[src/rtl/csr_row_sequencer.sv]
// CSR row sequencer: walks row pointers, issues nonzero indices and steers the row accumulator.
// Define SMVM_SEQ_PERF_EN to build the perf_stall cycle counter; otherwise perf_stall is tied to 0.
module csr_row_sequencer #(
  parameter int ROW_W = 16,
  parameter int NZ_W  = 16
) (
  input  logic             clk,
  input  logic             rst_l,
  input  logic             start,
  input  logic [ROW_W-1:0] num_rows,
  output logic             rp_rd,
  output logic [ROW_W-1:0] rp_addr,
  input  logic [NZ_W-1:0]  rp_data,
  output logic             nz_valid,
  output logic [NZ_W-1:0]  nz_idx,
  input  logic             nz_ready,
  input  logic             prod_valid,
  output logic             acc_en,
  output logic             acc_clear,
  output logic             row_valid,
  output logic [ROW_W-1:0] row_idx,
  output logic             busy,
  output logic             done,
  output logic             err,
  output logic [31:0]      perf_stall
);

  typedef enum logic [2:0] {
    S_IDLE, S_LD_START, S_LD_END, S_ISSUE, S_DRAIN, S_EMIT, S_FIN
  } state_t;

  state_t           state_q, state_d;
  logic [NZ_W-1:0]  cur_q, cur_d, end_q, end_d, len_q, len_d;
  logic [NZ_W-1:0]  issued_q, issued_d, acc_cnt_q, acc_cnt_d;
  logic [ROW_W-1:0] r_q, r_d, num_rows_q, num_rows_d;
  logic [ROW_W-1:0] rp_addr_q, rp_addr_d;
  logic             rp_rd_q, rp_rd_d, nz_valid_q, nz_valid_d;
  logic             acc_clear_q, acc_clear_d, row_valid_q, row_valid_d;
  logic             busy_q, busy_d, done_q, done_d, err_q, err_d;
  logic             start_go, prod_ok;

  assign start_go = (state_q == S_IDLE) && start;
  // A product is only legal while a row is in flight and at least one issued index is still unmatched.
  assign prod_ok  = prod_valid && ((state_q == S_ISSUE) || (state_q == S_DRAIN)) &&
                    (acc_cnt_q != issued_q);

  always_comb begin
    state_d    = state_q;
    cur_d      = cur_q;
    end_d      = end_q;
    len_d      = len_q;
    issued_d   = issued_q;
    acc_cnt_d  = acc_cnt_q;
    r_d        = r_q;
    num_rows_d = num_rows_q;
    case (state_q)
      S_IDLE: begin
        if (start) begin
          num_rows_d = num_rows;
          r_d        = '0;
          state_d    = (num_rows == '0) ? S_FIN : S_LD_START;
        end
      end
      S_LD_START: begin
        cur_d   = rp_data;
        state_d = S_LD_END;
      end
      S_LD_END: begin
        end_d     = rp_data;
        len_d     = rp_data - cur_q;
        issued_d  = '0;
        acc_cnt_d = '0;
        state_d   = (rp_data == cur_q) ? S_EMIT : S_ISSUE;
      end
      S_ISSUE: begin
        if (nz_ready) begin
          cur_d    = cur_q + NZ_W'(1);
          issued_d = issued_q + NZ_W'(1);
          if ((cur_q + NZ_W'(1)) == end_q) state_d = S_DRAIN;
        end
      end
      S_DRAIN: begin
        if (acc_cnt_q == len_q) state_d = S_EMIT;
      end
      S_EMIT: begin
        r_d     = r_q + ROW_W'(1);
        state_d = ((r_q + ROW_W'(1)) == num_rows_q) ? S_FIN : S_LD_END;
      end
      S_FIN:   state_d = S_IDLE;
      default: state_d = S_IDLE;
    endcase

    if (prod_ok) acc_cnt_d = acc_cnt_q + NZ_W'(1);
    err_d = err_q | (prod_valid & ~prod_ok);

    // Outputs are registered from the next state so they line up with the state they describe.
    busy_d      = (state_d != S_IDLE);
    nz_valid_d  = (state_d == S_ISSUE);
    acc_clear_d = (state_d == S_LD_END);
    row_valid_d = (state_d == S_EMIT);
    done_d      = (state_d == S_FIN);
    rp_rd_d     = (state_d == S_LD_START) ||
                  ((state_d == S_EMIT) && ((r_d + ROW_W'(1)) != num_rows_d));
    rp_addr_d   = '0;
    if (state_d == S_LD_START) rp_addr_d = r_d + ROW_W'(1);
    else if (rp_rd_d)          rp_addr_d = r_d + ROW_W'(2);
  end

  always_ff @(posedge clk or negedge rst_l) begin
    if (!rst_l) begin
      state_q     <= S_IDLE;
      cur_q       <= '0;
      end_q       <= '0;
      len_q       <= '0;
      issued_q    <= '0;
      acc_cnt_q   <= '0;
      r_q         <= '0;
      num_rows_q  <= '0;
      rp_addr_q   <= '0;
      rp_rd_q     <= 1'b0;
      nz_valid_q  <= 1'b0;
      acc_clear_q <= 1'b0;
      row_valid_q <= 1'b0;
      busy_q      <= 1'b0;
      done_q      <= 1'b0;
      err_q       <= 1'b0;
    end else begin
      state_q     <= state_d;
      cur_q       <= cur_d;
      end_q       <= end_d;
      len_q       <= len_d;
      issued_q    <= issued_d;
      acc_cnt_q   <= acc_cnt_d;
      r_q         <= r_d;
      num_rows_q  <= num_rows_d;
      rp_addr_q   <= rp_addr_d;
      rp_rd_q     <= rp_rd_d;
      nz_valid_q  <= nz_valid_d;
      acc_clear_q <= acc_clear_d;
      row_valid_q <= row_valid_d;
      busy_q      <= busy_d;
      done_q      <= done_d;
      err_q       <= err_d;
    end
  end

  // The first row-pointer read must go out in the same cycle start is seen.
  assign rp_rd     = rp_rd_q | (start_go && (num_rows != '0));
  assign rp_addr   = rp_addr_q;
  assign nz_valid  = nz_valid_q;
  assign nz_idx    = nz_valid_q ? cur_q : '0;
  assign acc_en    = prod_ok;
  assign acc_clear = acc_clear_q;
  assign row_valid = row_valid_q;
  assign row_idx   = r_q;
  assign busy      = busy_q;
  assign done      = done_q;
  assign err       = err_q;

`ifdef SMVM_SEQ_PERF_EN
  logic [31:0] perf_q;
  logic        stall;

  assign stall = ((state_q == S_ISSUE) && !nz_ready) || (state_q == S_DRAIN);

  always_ff @(posedge clk or negedge rst_l) begin
    if (!rst_l)                            perf_q <= '0;
    else if (start_go)                     perf_q <= '0;
    else if (stall && (perf_q != '1))      perf_q <= perf_q + 32'd1;
  end

  assign perf_stall = perf_q;
`else
  assign perf_stall = '0;
`endif

endmodule

[config.mk]
export PLATFORM = sky130hd
export DESIGN_NAME = csr_row_sequencer
export DESIGN_NICKNAME = d
export VERILOG_FILES = /design/src/rtl/csr_row_sequencer.sv
export SDC_FILE = /design/constraint.sdc
export NUM_CORES = 1
export LEC_CHECK = 0
export BUFFER_PORTS_ARGS = -buffer_cell sky130_fd_sc_hd__buf_4
export CORE_AREA = 2 2 131 133
export CTS_CLUSTER_DIAMETER = 50
export DETAILED_ROUTE_END_ITERATION = 6
export DIE_AREA = 0 0 133 135
export PLACE_DENSITY_LB_ADDON = 0.1
export SETUP_SLACK_MARGIN = 0.05
export SYNTH_ARGS = -nofsm -noshare
export SYNTH_HDL_FRONTEND = slang
export SYNTH_SLANG_ARGS = --single-unit
[constraint.sdc]
create_clock -name clk -period 4.85 [get_ports clk]
set_input_delay 0.2425 -clock clk [delete_from_list [all_inputs] [get_ports clk]]
set_output_delay 0.2425 -clock clk [all_outputs]
set_load 0.02 [all_outputs]
======== Word-level counts from Yosys, hierarchy flattened ========
Cells that the tools add are included.
operators by class
  mux-type cells .......................... 21
  reduce and logical (&&, ||, !) cells .... 16
  equality and inequality tests ........... 17
  $add $sub $neg .......................... 7
  bitwise logic cells ..................... 4
operators with widths
  kind                                                  count
  two-way mux 16 bit                                    10
  one-hot mux 16 bit (2 select lines)                   3
  adder 16 x 1 -> 16 bit (second input constant)        5
  equality test 16 bit                                  4
  inequality test 16 bit                                2
  two-way mux 3 bit                                     7
  one-hot mux 3 bit (6 select lines)                    1
  adder 16 x 2 -> 16 bit (second input constant)        1
  zero test 16 bit                                      1
  nonzero test 16 bit                                   1
  subtractor 16 bit                                     1
  equality test 3 x 2 -> 1 bit (second input constant)  4
  equality test 3 bit (second input constant)           4
  equality test 3 x 1 -> 1 bit (second input constant)  2
  nonzero test 2 bit                                    3
  logical AND 1 bit                                     5
  AND reduction 2 bit                                   2
  zero test 3 bit                                       1
  nonzero test 3 bit                                    1
  logical OR 1 bit                                      2
  inequality test 2 bit (second input constant)         1
  OR 1 bit                                              2
  AND 1 bit                                             1
  inverter 1 bit                                        1
word-level totals
  output and inout port bits .............. 88
  register bits ........................... 138
  bits of input ports ..................... 37

======== Depth between registers and ports, before layout ========
  depth after elaboration ................. 10
  depth in mapped cells ................... 15
  gate-level depth less buffers ........... 12

======== Worst setup path before layout ========
No wires, ideal clock.
  kind .................................... register to register
  from .................................... register r_q[0], in the netlist row_idx[0]
  to ...................................... register rp_addr_q[2], in the netlist rp_addr[2]
  setup time .............................. 0.136 ns
  path slack .............................. 1.237 ns
  buffers on the path ..................... 1
  stages on the path, launching flop included .. 11
  arrival time ............................ 3.477 ns
  cell sequence ........................... dfrtp_1 > ha_1 > nand4_1 > nor4_1 > mux2i_2 > nand4_2 > or4_4 > or3_4 > a2111oi_4 > buf_6 > o32ai_1
between the ends
  elaborated cells between the ends (all ways) .. 15
  classes of those cells .................. add/sub: 3; eq/ne: 4; mux: 6; reduce/logical: 2
RTL lines
  what                                 line  source
  start: declaration                   35    logic [ROW_W-1:0] r_q, r_d, num_rows_q, num_rows_d;
  start signal: assignment             134   r_q <= r_d;
  adder 16 x 1 -> 16 bit               86    r_d = r_q + ROW_W'(1);
  one-hot mux 16 bit (2 select lines)  56    case (state_q)
  net r_d[10]                          35
  adder 16 x 1 -> 16 bit               103   ((state_d == S_EMIT) && ((r_d + ROW_W'(1)) != num_rows_d));
  inequality test 16 bit               103
  logical AND 1 bit                    103
  logical OR 1 bit                     102   rp_rd_d = (state_d == S_LD_START) ||
  two-way mux 16 bit                   106   else if (rp_rd_d) rp_addr_d = r_d + ROW_W'(2);
  two-way mux 16 bit                   105   if (state_d == S_LD_START) rp_addr_d = r_d + ROW_W'(1);
  net rp_addr_d[2]                     36    logic [ROW_W-1:0] rp_addr_q, rp_addr_d;
  end signal: assignment               136   rp_addr_q <= rp_addr_d;
  end: declaration                     36
The timed path passes the listed nets, and every way through them passes these cells.
A chain may end at the register's enable or synchronous reset.

======== Worst setup path after layout ========
  from .................................... register r_q[5], in the netlist row_idx[5]
  to ...................................... register rp_addr_q[2], in the netlist rp_addr[2]
between the ends
  word-level cells in the longest chain between the ends .. 9
  elaborated cells between the ends (all ways) .. 14
  classes of those cells .................. add/sub: 2; eq/ne: 4; mux: 6; reduce/logical: 2
RTL lines
  what                                                            line
  branches (longest 8 deep; another with adder 16 x 1 -> 16 bit)  --
  two-way mux 16 bit (*)                                          105
  net rp_addr_d[2]                                                36
Mark *: on every way through the listed nets, which the timed path passes.

==> impl_results.md <==
- 1st-iter DRT viols: 655
- Synthesized flop and latch total: 138
- GRT Total Usage: 0.302
- PortBufs: 92
- Mean Syn Cell Area: 8.51 um2
- Inserted Diodes: 0
- Area contributors post-synth: dfrtp_1 (36%), xnor2_1 (7.0%), nand2_1 (6.5%), xor2_1 (4.6%), o21ai_0 (3.4%)
- Initial antenna violation count: 0
- Nets: 1244
- CTS Sinks: 138
- Synth Cell Area: 9540 um2
- H-tree levels: 4
- R2R cell count: 8
- Async SR Flop Fraction: 1.00
- Top post-synthesis cells by count: nand2_1 (165), dfrtp_1 (138), xnor2_1 (76), o21ai_0 (65), nor2_1 (56)
- Placed cell count: 1385
- Power Dens Cells: 598 nW/um2
- CTS tree: built
- Area of the core: 16400 um2
- Finished Cell Area: 10800 um2
- Routed WL: 26.4 mm
- Final setup vio count: 0
- Hold Path Class: in2reg
- Post-DP Area: 10200 um2
- Final hold violation count: 0
- CP Class: reg2reg
- Number of global-route vias before repair: 7884
- Grt ovf: 0
- Share of cells above drive strength 1: 0.140
- I/O pins: 125
- Slew @ Worst Pin: 876 ps
- DIE AREA: 18000 um2
- Worst Setup SP: row_idx[5]
- Critical Path End Type: register
- Vias per cell: 5.97
- Worst path arrival time: 4380 ps
- Chip Height: 135 um
- Post-route setup TNS: 0 ps
- Leak: 4.91 nW
- CTS resizes: 0
- RSZ-0062 raised after global routing: false
- R2R setup slack: 770 ps
- Post-synth top area cell: dfrtp_1
- Starting Density: 0.582
- Final std cells w/o fill: 1417
- Clock Latency Late Sink: 420 ps
- Syn Inst Count: 1121
- Critical Path RT: 5150 ps
- Largest net degree at the start of global routing: 88
- Tcrit/Tclk final: 0.841
- First-pass GRT wire length: 42.6 mm
- CTS Buf Count: 17
- FMAX: 245 MHz
- Final max-slew violation count: 0
- Main flop type after synthesis: dfrtp_1
- Synth top area share: 0.362
- Crit path to: rp_addr[2]
- Crit Reg-Reg Endpoint: rp_addr[2]
- Count leader, synth: nand2_1
- CTS Buffer Depth: 2
- ANT nets after route: 0
- Root buf cell: clkbuf_16
- Critical Path Start Type: register
- Seq/Total Area, Yosys: 0.362
- Number of enable flip-flop cells after synthesis: 0
- Maximum vdd drop: 0.000395 V
- Initial DRT Pass Iterations: 5
- Fin crit period: 4080 ps
- Area delta synth->final: 13.6%
- Clock Skews: 9.96 ps
- DR WL/cell: 18.6 um
- Status: completed
- Maxcap violations: 0
- Site row count: 47
- Routed via count: 8461
- Warnings, synthesis: 0
- Slew headroom: 0.414
- Synth unique cells: 83
- Hold wc startpoint: rp_data[13]
- RD Place Congestion: 0.933
- HPWL Detailed: 19.3 mm
- Clk pin slew, worst setup/hold paths: 60 ps
- Final hold slack: 32.5 ps
- DRC violations left: 0
- Crit path max fanout: 19
- Die W: 133 um
- RR Startpoint: row_idx[5]
[routing by layer]
| metal | GRT usage | wire, um | vias up | share of wire |
|---|---|---|---|---|
| met5 | 0 | 0 | - | 0 |
| met4 | 0.0890 | 509 | 0 | 0.019 |
| met3 | 0.0443 | 1530 | 37 | 0.058 |
| met2 | 0.476 | 12100 | 284 | 0.46 |
| met1 | 0.433 | 12200 | 4111 | 0.46 |
| li1 | - | - | 4029 | - |
[state kept, by name, indices dropped and copies added (netlist names)]
register    cells
issued_q       16
num_rows_q     16
row_valid       1
rp_addr        16
acc_cnt_q      16
nz_valid        1
busy            1
cur_q          16
end_q          16
rp_rd_q         1
acc_clear       1
err             1
len_q          16
row_idx        16
done            1
state_q         3
[stage by stage]
step                      total power [mW]   util  setup slack [ps]
after global routing                  6.91  0.661               431
final                                 6.48  0.661               770
after floorplan                       4.12      -              1240
after detailed placement              5.05  0.622               906
after CTS                             6.47  0.661               843
after global placement                5.01  0.622              1020
[worst max-delay path, stage by stage, from the launching register on]
cell	delay, ps
dfrtp_1	610
nand4_1	500
or4_1	710
a2111oi_0	430
a21oi_1	80
a211oi_1	470
a211o_1	560
nand2b_1	220
o32ai_1	370
[cell type report]
cell class              instances  area, um2
clock buffers                  17        425
clock inverters                14        195
fillers                      1414       5570
inverters                      44        165
multi-input cells             881       5540
flip-flops and latches        138       3450
well taps                     220        275
repair buffers                103        779
[cells by family (layout without fill, tap and decap cells)]
group                    count (synthesis)  count (layout)  synth area share
AO/OA/AOI/OAI                          226             226             0.159
XOR/XNOR                               126             126             0.116
adder cells (fa/ha/maj)                 22              22            0.0296
buffers and inverters                  133             178            0.0705
flip-flops                             138             138             0.362
multiplexers                            12              12            0.0144
other                                    1              32          0.000393
AND/OR/NAND/NOR                        463             463             0.249
[where the power goes]
group          internal (mW)  total, mW  switching [mW]
clock                  0.862       1.40           0.534
sequential              1.49       1.96           0.467
combinational           1.25       3.12            1.88
[worst min-delay path by stage]
stage	to	depth (start not counted)
after floorplan	acc_clear	0
after global placement	issued_q[11]	1
after detailed placement	issued_q[11]	1
after CTS	end_q[14]	3
after global routing	err	2
final	end_q[13]	3
[cell usage in the layout (no fill, tap or decap), drive strengths merged, types with 11 or more instances in the layout]
cell    Yosys  routed
buf        49     102
nor3       24      24
o211ai     11      11
clkbuf     40      17
and2       23      23
nor2       56      56
inv        43      46
nand2     168     168
nand4      28      28
nand2b     11      11
xnor2      76      76
a211oi     18      18
ha         21      21
and3       19      19
conb        1      32
or3        16      16
nand3      49      49
nor4       18      18
mux2i      11      11
o21ai      70      70
xor2       50      50
a21oi      37      37
dfrtp     138     138
a31oi      16      16
[repair_timing]
item | 4_1_cts | 5_1_grt
hold endpoints to repair | 86 | 0
buffers inserted | 0 | 0
hold buffers | 1 | 0
Note: power is estimated with default switching activity, not from simulation.
